### src/rtl/reg_file_param_if.sv
// Bundles the datapath-facing signals of the parametrised register file.
// The master side drives register numbers, write data and the immediate; the slave is the file.
interface reg_file_param_if #(
  parameter int unsigned DATA_W = 8,
  parameter int unsigned ADDR_W = 3,
  parameter int unsigned IMM_W  = 6
);
  logic [ADDR_W-1:0] Read_Reg_Num_A;
  logic [ADDR_W-1:0] Read_Reg_Num_B;
  logic [ADDR_W-1:0] Write_Reg_Num;
  logic [DATA_W-1:0] Write_Data;
  logic              RegWrite;
  logic [IMM_W-1:0]  Immediate_Raw;
  logic              ImmSel;
  logic [DATA_W-1:0] Read_Data_A;
  logic [DATA_W-1:0] Read_Data_B;
  logic [DATA_W-1:0] Imm_Data;
  logic              Ready;

  modport master (
    output Read_Reg_Num_A, Read_Reg_Num_B, Write_Reg_Num, Write_Data, RegWrite,
    output Immediate_Raw, ImmSel,
    input  Read_Data_A, Read_Data_B, Imm_Data, Ready
  );

  modport slave (
    input  Read_Reg_Num_A, Read_Reg_Num_B, Write_Reg_Num, Write_Data, RegWrite,
    input  Immediate_Raw, ImmSel,
    output Read_Data_A, Read_Data_B, Imm_Data, Ready
  );
endinterface

### src/rtl/reg_file_param.sv
// Parametrised two-read/one-write register file with write-to-read bypass, optional zero
// register, post-reset index-load sweep, and the immediate sign-extension unit.
module reg_file_param #(
  parameter int unsigned DATA_W      = 8,
  parameter int unsigned ADDR_W      = 3,
  parameter int unsigned IMM_W       = 6,
  parameter int unsigned IMM_SHORT_W = 3,
  parameter int unsigned ZERO_REG    = 0
) (
  input logic                 Clk,
  input logic                 Reset,
  reg_file_param_if.slave     bus
);
  localparam int unsigned NREG = 2 ** ADDR_W;

  typedef enum logic [0:0] {StInit, StRun} state_e;

  state_e            state_q, state_d;
  logic [ADDR_W:0]   init_idx_q, init_idx_d;
  logic [DATA_W-1:0] init_val;
  logic [DATA_W-1:0] reg_mem [NREG];

  always_comb begin
    state_d    = state_q;
    init_idx_d = init_idx_q;
    if (state_q == StInit) begin
      init_idx_d = init_idx_q + 1'b1;
      if (init_idx_q[ADDR_W-1:0] == {ADDR_W{1'b1}}) begin
        state_d = StRun;
      end
    end
  end

  always_ff @(posedge Clk) begin
    if (Reset) begin
      state_q    <= StInit;
      init_idx_q <= '0;
    end else begin
      state_q    <= state_d;
      init_idx_q <= init_idx_d;
    end
  end

  assign init_val = DATA_W'(init_idx_q);

  // The array has no reset; the sweep after reset is what gives it defined contents.
  always_ff @(posedge Clk) begin
    if (!Reset) begin
      if (state_q == StInit) begin
        reg_mem[init_idx_q[ADDR_W-1:0]] <= init_val;
      end else if (bus.RegWrite && !((ZERO_REG != 0) && (bus.Write_Reg_Num == '0))) begin
        reg_mem[bus.Write_Reg_Num] <= bus.Write_Data;
      end
    end
  end

  function automatic logic [DATA_W-1:0] read_port(input logic [ADDR_W-1:0] addr);
    logic [DATA_W-1:0] data;
    data = '0;
    if (state_q == StRun) begin
      if ((ZERO_REG != 0) && (addr == '0)) begin
        data = '0;
      end else if (bus.RegWrite && (bus.Write_Reg_Num == addr)) begin
        data = bus.Write_Data;
      end else begin
        data = reg_mem[addr];
      end
    end
    return data;
  endfunction

  always_comb begin
    bus.Read_Data_A = read_port(bus.Read_Reg_Num_A);
    bus.Read_Data_B = read_port(bus.Read_Reg_Num_B);
  end

  // Signed size casts sign-extend the long or short immediate field to DATA_W.
  always_comb begin
    if (bus.ImmSel) begin
      bus.Imm_Data = DATA_W'($signed(bus.Immediate_Raw));
    end else begin
      bus.Imm_Data = DATA_W'($signed(bus.Immediate_Raw[IMM_SHORT_W-1:0]));
    end
  end

  assign bus.Ready = (state_q == StRun);

endmodule

### src/flat_wrapper.sv
// flat-port wrapper written by rule: the top's interface ports become plain ports
module reg_file_param_flat 
#(
  parameter int unsigned DATA_W      = 8,
  parameter int unsigned ADDR_W      = 3,
  parameter int unsigned IMM_W       = 6,
  parameter int unsigned IMM_SHORT_W = 3,
  parameter int unsigned ZERO_REG    = 0
)
  (Clk, Reset, bus_Read_Reg_Num_A, bus_Read_Reg_Num_B, bus_Write_Reg_Num, bus_Write_Data, bus_RegWrite, bus_Immediate_Raw, bus_ImmSel, bus_Read_Data_A, bus_Read_Data_B, bus_Imm_Data, bus_Ready);
  reg_file_param_if #(.DATA_W(DATA_W), .ADDR_W(ADDR_W), .IMM_W(IMM_W)) bus_i ();
  input logic Clk;
  input logic Reset;
  input wire logic [$bits(bus_i.Read_Reg_Num_A)-1:0] bus_Read_Reg_Num_A;
  input wire logic [$bits(bus_i.Read_Reg_Num_B)-1:0] bus_Read_Reg_Num_B;
  input wire logic [$bits(bus_i.Write_Reg_Num)-1:0] bus_Write_Reg_Num;
  input wire logic [$bits(bus_i.Write_Data)-1:0] bus_Write_Data;
  input wire logic [$bits(bus_i.RegWrite)-1:0] bus_RegWrite;
  input wire logic [$bits(bus_i.Immediate_Raw)-1:0] bus_Immediate_Raw;
  input wire logic [$bits(bus_i.ImmSel)-1:0] bus_ImmSel;
  output wire logic [$bits(bus_i.Read_Data_A)-1:0] bus_Read_Data_A;
  output wire logic [$bits(bus_i.Read_Data_B)-1:0] bus_Read_Data_B;
  output wire logic [$bits(bus_i.Imm_Data)-1:0] bus_Imm_Data;
  output wire logic [$bits(bus_i.Ready)-1:0] bus_Ready;
  assign bus_i.Read_Reg_Num_A = bus_Read_Reg_Num_A;
  assign bus_i.Read_Reg_Num_B = bus_Read_Reg_Num_B;
  assign bus_i.Write_Reg_Num = bus_Write_Reg_Num;
  assign bus_i.Write_Data = bus_Write_Data;
  assign bus_i.RegWrite = bus_RegWrite;
  assign bus_i.Immediate_Raw = bus_Immediate_Raw;
  assign bus_i.ImmSel = bus_ImmSel;
  assign bus_Read_Data_A = bus_i.Read_Data_A;
  assign bus_Read_Data_B = bus_i.Read_Data_B;
  assign bus_Imm_Data = bus_i.Imm_Data;
  assign bus_Ready = bus_i.Ready;
  reg_file_param #(.DATA_W(DATA_W), .ADDR_W(ADDR_W), .IMM_W(IMM_W), .IMM_SHORT_W(IMM_SHORT_W), .ZERO_REG(ZERO_REG)) u_core (.Clk(Clk), .Reset(Reset), .bus(bus_i));
endmodule
### config.mk
export PLATFORM = sky130hd
export DESIGN_NAME = reg_file_param_flat
export DESIGN_NICKNAME = d
export VERILOG_FILES = /design/src/rtl/reg_file_param_if.sv /design/src/rtl/reg_file_param.sv /design/src/flat_wrapper.sv
export SDC_FILE = /design/constraint.sdc
export NUM_CORES = 1
export LEC_CHECK = 0
export CAP_MARGIN = 40
export CORE_ASPECT_RATIO = 2
export CORE_MARGIN = 10
export CORE_UTILIZATION = 40
export CTS_CLUSTER_DIAMETER = 50
export DETAILED_ROUTE_END_ITERATION = 6
export SYNTH_ARGS = -nofsm -noshare
export SYNTH_HDL_FRONTEND = slang
export SYNTH_SLANG_ARGS = --single-unit
export TNS_END_PERCENT = 50
### constraint.sdc
create_clock -name Clk -period 4 [get_ports Clk]
set_input_delay 0.8 -clock Clk [delete_from_list [all_inputs] [get_ports Clk]]
set_output_delay 0.8 -clock Clk [all_outputs]
set_load 0.01 [all_outputs]
**Word level (Yosys, flattened, before mapping)**

Memories as Yosys holds them, arrays and structs flattened.
Cells that the tools add are included.

- Register bits: 5
- RAM bits: 64
- Input bits: 27
- Output and inout port bits: 25
- Memories kept: 1

- Add/sub/neg operators: 1
- Eq/ne operators: 3
- Muxes and demuxes: 17
- Reduce and logical (&&, ||, !) cells: 3

Memory list:

| memory | words | width | rd ports | clocked after Yosys merged registers in | write ports | line | RTL |
|---|---|---|---|---|---|---|---|
| u_core.reg_mem | 8 | 8 | 2 | 0 | 1 | reg_file_param.sv:21 | `logic [DATA_W-1:0] reg_mem [NREG];` |

Operators with widths:

| operator | number |
|---|---|
| $mux 8 | 6 |
| $mux 1 | 10 |
| $reduce_or 8->1 | 1 |
| $eq 3x3->1 | 2 |
| $add 4x1->4 const B | 1 |
| $eq 3x3->1 const B | 1 |
| $mux 3 | 1 |
| $logic_and 1x1->1 | 2 |

**Depth between registers and ports, before layout**

- Word-level depth: 6
- Mapped depth: 7

**Worst setup path after synthesis**

No wires, ideal clock.

- Path type: input to output
- From: input bus_Read_Reg_Num_A[2]
- To: output bus_Read_Data_A[2]
- Arrival time: 1,746 ps
- Data required time: 3,200 ps
- Slack: 1,454 ps
- Stages on the path: 5
- Cell sequence: buf_2 -> buf_2 -> mux4_2 -> a21oi_1 -> a21oi_1

- Cells in the longest elaborated chain, start to end: 4
- Elaborated cells on any way between the ends: 5
- Those cells by class: eq/ne (1); mux (2); reduce/logical (1); memory (1)

RTL lines:

| element | line | RTL |
|---|---|---|
| start, declared | flat_wrapper.sv:14 | `input wire logic [$bits(bus_i.Read_Reg_Num_A)-1:0] bus_Read_Reg_Num_A;` |
| parallel branches: the longest is 2 deep, another holds $mem_v2 8x8 | - |  |
| $mux 8 * | reg_file_param.sv:63 | `end else if (bus.RegWrite && (bus.Write_Reg_Num == addr)) begin` |
| $mux 8 * | reg_file_param.sv:60 | `if (state_q == StRun) begin` |
| end, declared | flat_wrapper.sv:21 | `output wire logic [$bits(bus_i.Read_Data_A)-1:0] bus_Read_Data_A;` |

Every way passes the cells marked *.

**Worst setup path in the final report**

- From: input bus_Read_Reg_Num_A[2]
- To: output bus_Read_Data_A[7]

The elaborated chain is that of the path after synthesis.

==> results.py <==
metrics = {
    "global_routing": {
        "gr-total-overflow": 0,
        "grt_max_degree": 17,
        "grt_pass1_vias": 2564,
        "grt_pass1_wl_mm": 14.1,
        "grt_antenna_before_repair": 0,
        "track_usage": 0.141,
    },
    "pwr": {
        "power_frac_seq": 0.454,
        "combPwrFrac": 0.113,
        "swShare": 0.221,
        "p_int_mw": 1.41,
        "switching_power_mw": 0.399,
        "finalPower_mw": 1.81,
        "ir_worst_vdd_v": 0.000324,
        "power_density_mw_per_mm2": 393,
        "clockPowerShare": 0.432,
        "p_leak_nw": 1.66,
    },
    "critical_path": {
        "worst_path_max_delay_cell": "clkdlybuf4s50_1",
        "critPathMaxFanout": 9,
        "path_cells": "clkdlybuf4s50_1 > buf_12 > mux2i_1 > o22ai_1 > a21oi_1 > a21oi_1 > clkdlybuf4s50_1",
        "critPathCaptureType": "primary output",
        "worstPathArrival_ns": 2.89,
        "critical_path_required_ns": 3.20,
        "critPathKind": "in -> out",
        "start_kind": "input port",
        "slowest_delay_ns": 0.75,
    },
    "outcome": {
        "status": "finished, final reports clean",
    },
    "synth": {
        "ys_seq_area_frac": 0.555,
        "synth_top_area_frac": 0.528,
        "ys.flop_type": "edfxtp_1",
        "synthTopCellsByCount": "edfxtp_1 (64), mux2i_1 (32), a21oi_1 (31)",
        "synth_cells": 267,
        "synth_largest_area_cell": "edfxtp_1",
        "synth_edf_count": 64,
        "yosys-top-cells-area": "edfxtp_1 (53%), mux2i_1 (8.8%), mux4_2 (7.4%), mux4_1 (4.3%), a21oi_1 (4.3%)",
        "yosysWarnings": 0,
        "synth.most_common_cell": "edfxtp_1",
        "synth.cell_area_sq_mm": 0.00364,
        "async_flop_share": 0,
        "ys_ff_latch": 69,
        "avgSynthCellArea_sq_um": 13.6,
        "synth.net_count": 296,
        "synth_cell_types": 33,
    },
    "die": {
        "die_area_sq_mm": 0.0136,
        "core_area_sq_mm": 0.00895,
        "io_pins": 52,
        "die_h_um": 155,
        "rows": 49,
        "die_w_um": 87.5,
        "initial_core_util": 0.407,
    },
    "placed_design": {
        "finalWeightedCongestion": 0.822,
        "pre_cts_ws_ns": 0.273,
        "portBuffers": 47,
        "place_hpwl_mm": 7.40,
        "place_area_sq_mm": 0.00430,
    },
    "clocking": {
        "cts_setup_buffers": 0,
        "cts_tree": "built",
        "path_clk_slew_ns": 0.05,
        "post_cts_resized": 0,
        "clockRootBuffer": "clkbuf_16",
        "postCtsHoldBufs": 0,
        "insertion_delay_ns": 0.33,
        "max-clock-path-buffers": 2,
        "cts_num_sinks": 69,
        "htree_levels": 3,
        "cts-buffers-inserted": 9,
    },
    "sta": {
        "hold_viol_final": 0,
        "setup_violations": 0,
        "rsz0062_at_grt": "false",
        "worst_pin_slew_ns": 0.640,
        "fin_tns_setup_ns": 0,
        "fin_crit_ns": 3.69,
        "fin_skew_ns": 0.00385,
        "period_share": 0.921,
        "layout_setup_ws_ns": 0.314,
        "slew_viol_final": 0,
        "hold-worst-slack_ns": 0.510,
        "max-slew-margin-rel": 0.573,
        "timing.fmax_mhz": 271,
    },
    "drt": {
        "drc": 0,
        "vias": 2423,
        "via_per_inst": 5.65,
        "initialDrtViolationCount": 174,
        "first_pass_iters": 4,
        "routed_wl_mm": 9.34,
        "final_antenna_net_count": 0,
        "routedWlPerCell_um": 21.8,
    },
    "finish": {
        "fillers": 789,
        "fin_area_sq_mm": 0.00460,
        "area_growth_pct": 26.4,
        "drive_gt1_frac": 0.150,
        "diodes": 0,
        "final_nets": 351,
    },
    "min_path": {
        "hp-class": "reg -> reg",
    },
    "run": {
        "maxCapViolations": 0,
    },
}
## cell type report
type | instances | area [sq um] | share of cell area
Clock inverter | 6 | 62.6 | 0.0136
Sequential cell | 69 | 2020 | 0.439
Tap cell | 102 | 128 | 0.0277
Multi-Input combinational cell | 172 | 1460 | 0.317
Timing Repair Buffer | 68 | 686 | 0.149
Clock buffer | 10 | 239 | 0.0519
Inverter | 2 | 7.51 | 0.00163
## layout by cell type (no fill, tap or decap), types with 3 or more instances in the layout
cell type | netlist | routed
o22ai_1 | 14 | 14
mux2i_1 | 32 | 32
a21oi_1 | 31 | 31
o21ai_0 | 16 | 16
a31oi_1 | 3 | 3
nor2_1 | 11 | 11
dfxtp_1 | 5 | 5
buf_4 | 8 | 16
or2_1 | 3 | 3
nand2_1 | 8 | 8
clkbuf_16 | 0 | 9
nand2b_1 | 4 | 4
clkdlybuf4s50_1 | 0 | 47
mux2_1 | 4 | 4
edfxtp_1 | 64 | 64
and2_1 | 4 | 4
mux4_2 | 12 | 12
xnor2_1 | 6 | 6
mux4_1 | 6 | 6
buf_12 | 0 | 4
## metrics by stage
step           instances   util
6_report             429  0.514
2_1_floorplan        267      -
5_1_grt              429  0.514
4_1_cts              429  0.514
3_5_place_dp         413  0.481
3_3_place_gp         412  0.479
## critical path, delay by kind of cell
family,cells,cell delay (ns)
muxes,1,0.25
AOI/OAI and AO/OA,3,0.36
buffers and inverters,3,1.46
## state kept, by name, indices dropped and copies added (netlist names)
| signal | count |
|---|---|
| u_core.bus.Ready | 1 |
| u_core.init_idx_q | 4 |
| u_core.reg_mem | 64 |
## worst paths after layout
check	from	to	slack, ns	depth (start not counted)
setup / recovery	bus_Read_Reg_Num_A[2]	bus_Read_Data_A[7]	0.31	7
hold / removal	u_core.init_idx_q[3]$_SDFFE_PP0N_	u_core.init_idx_q[3]$_SDFFE_PP0N_	0.51	2
setup reg to reg	u_core.bus.Ready$_SDFF_PP0_	u_core.reg_mem[7][1]$_DFFE_PP_	1.54	5
hold reg to reg	u_core.init_idx_q[3]$_SDFFE_PP0N_	u_core.init_idx_q[3]$_SDFFE_PP0N_	0.51	2
## logic make-up (layout without fill, tap and decap cells)
kind of cell	after synthesis	count (layout)	synth area share
compound gates	67	67	0.0993
xor+xnor	7	7	0.0168
fa+ha+maj	2	2	0.00687
buf+inv	26	86	0.0443
flops	69	69	0.555
mux	54	54	0.218
simple gates	42	42	0.0598
## per-layer routing
metal	wire length, um	vias to the layer above	GRT usage
met5	0	-	0
met4	264	0	0.0718
met3	497	20	0.0403
met2	5430	71	0.269
met1	3160	1179	0.126
li1	-	1153	-
## power by group through the flow
stage                     registers [mW]  clock network, mW  logic [mW]
final                              0.821              0.781       0.205
after global placement             0.835                  0       0.205
after detailed placement           0.836                  0       0.207
after global routing               0.823              0.822       0.221
after floorplan                    0.832                  0       0.122
after CTS                          0.821              0.792       0.208
Power figures use the tool's default switching activity.
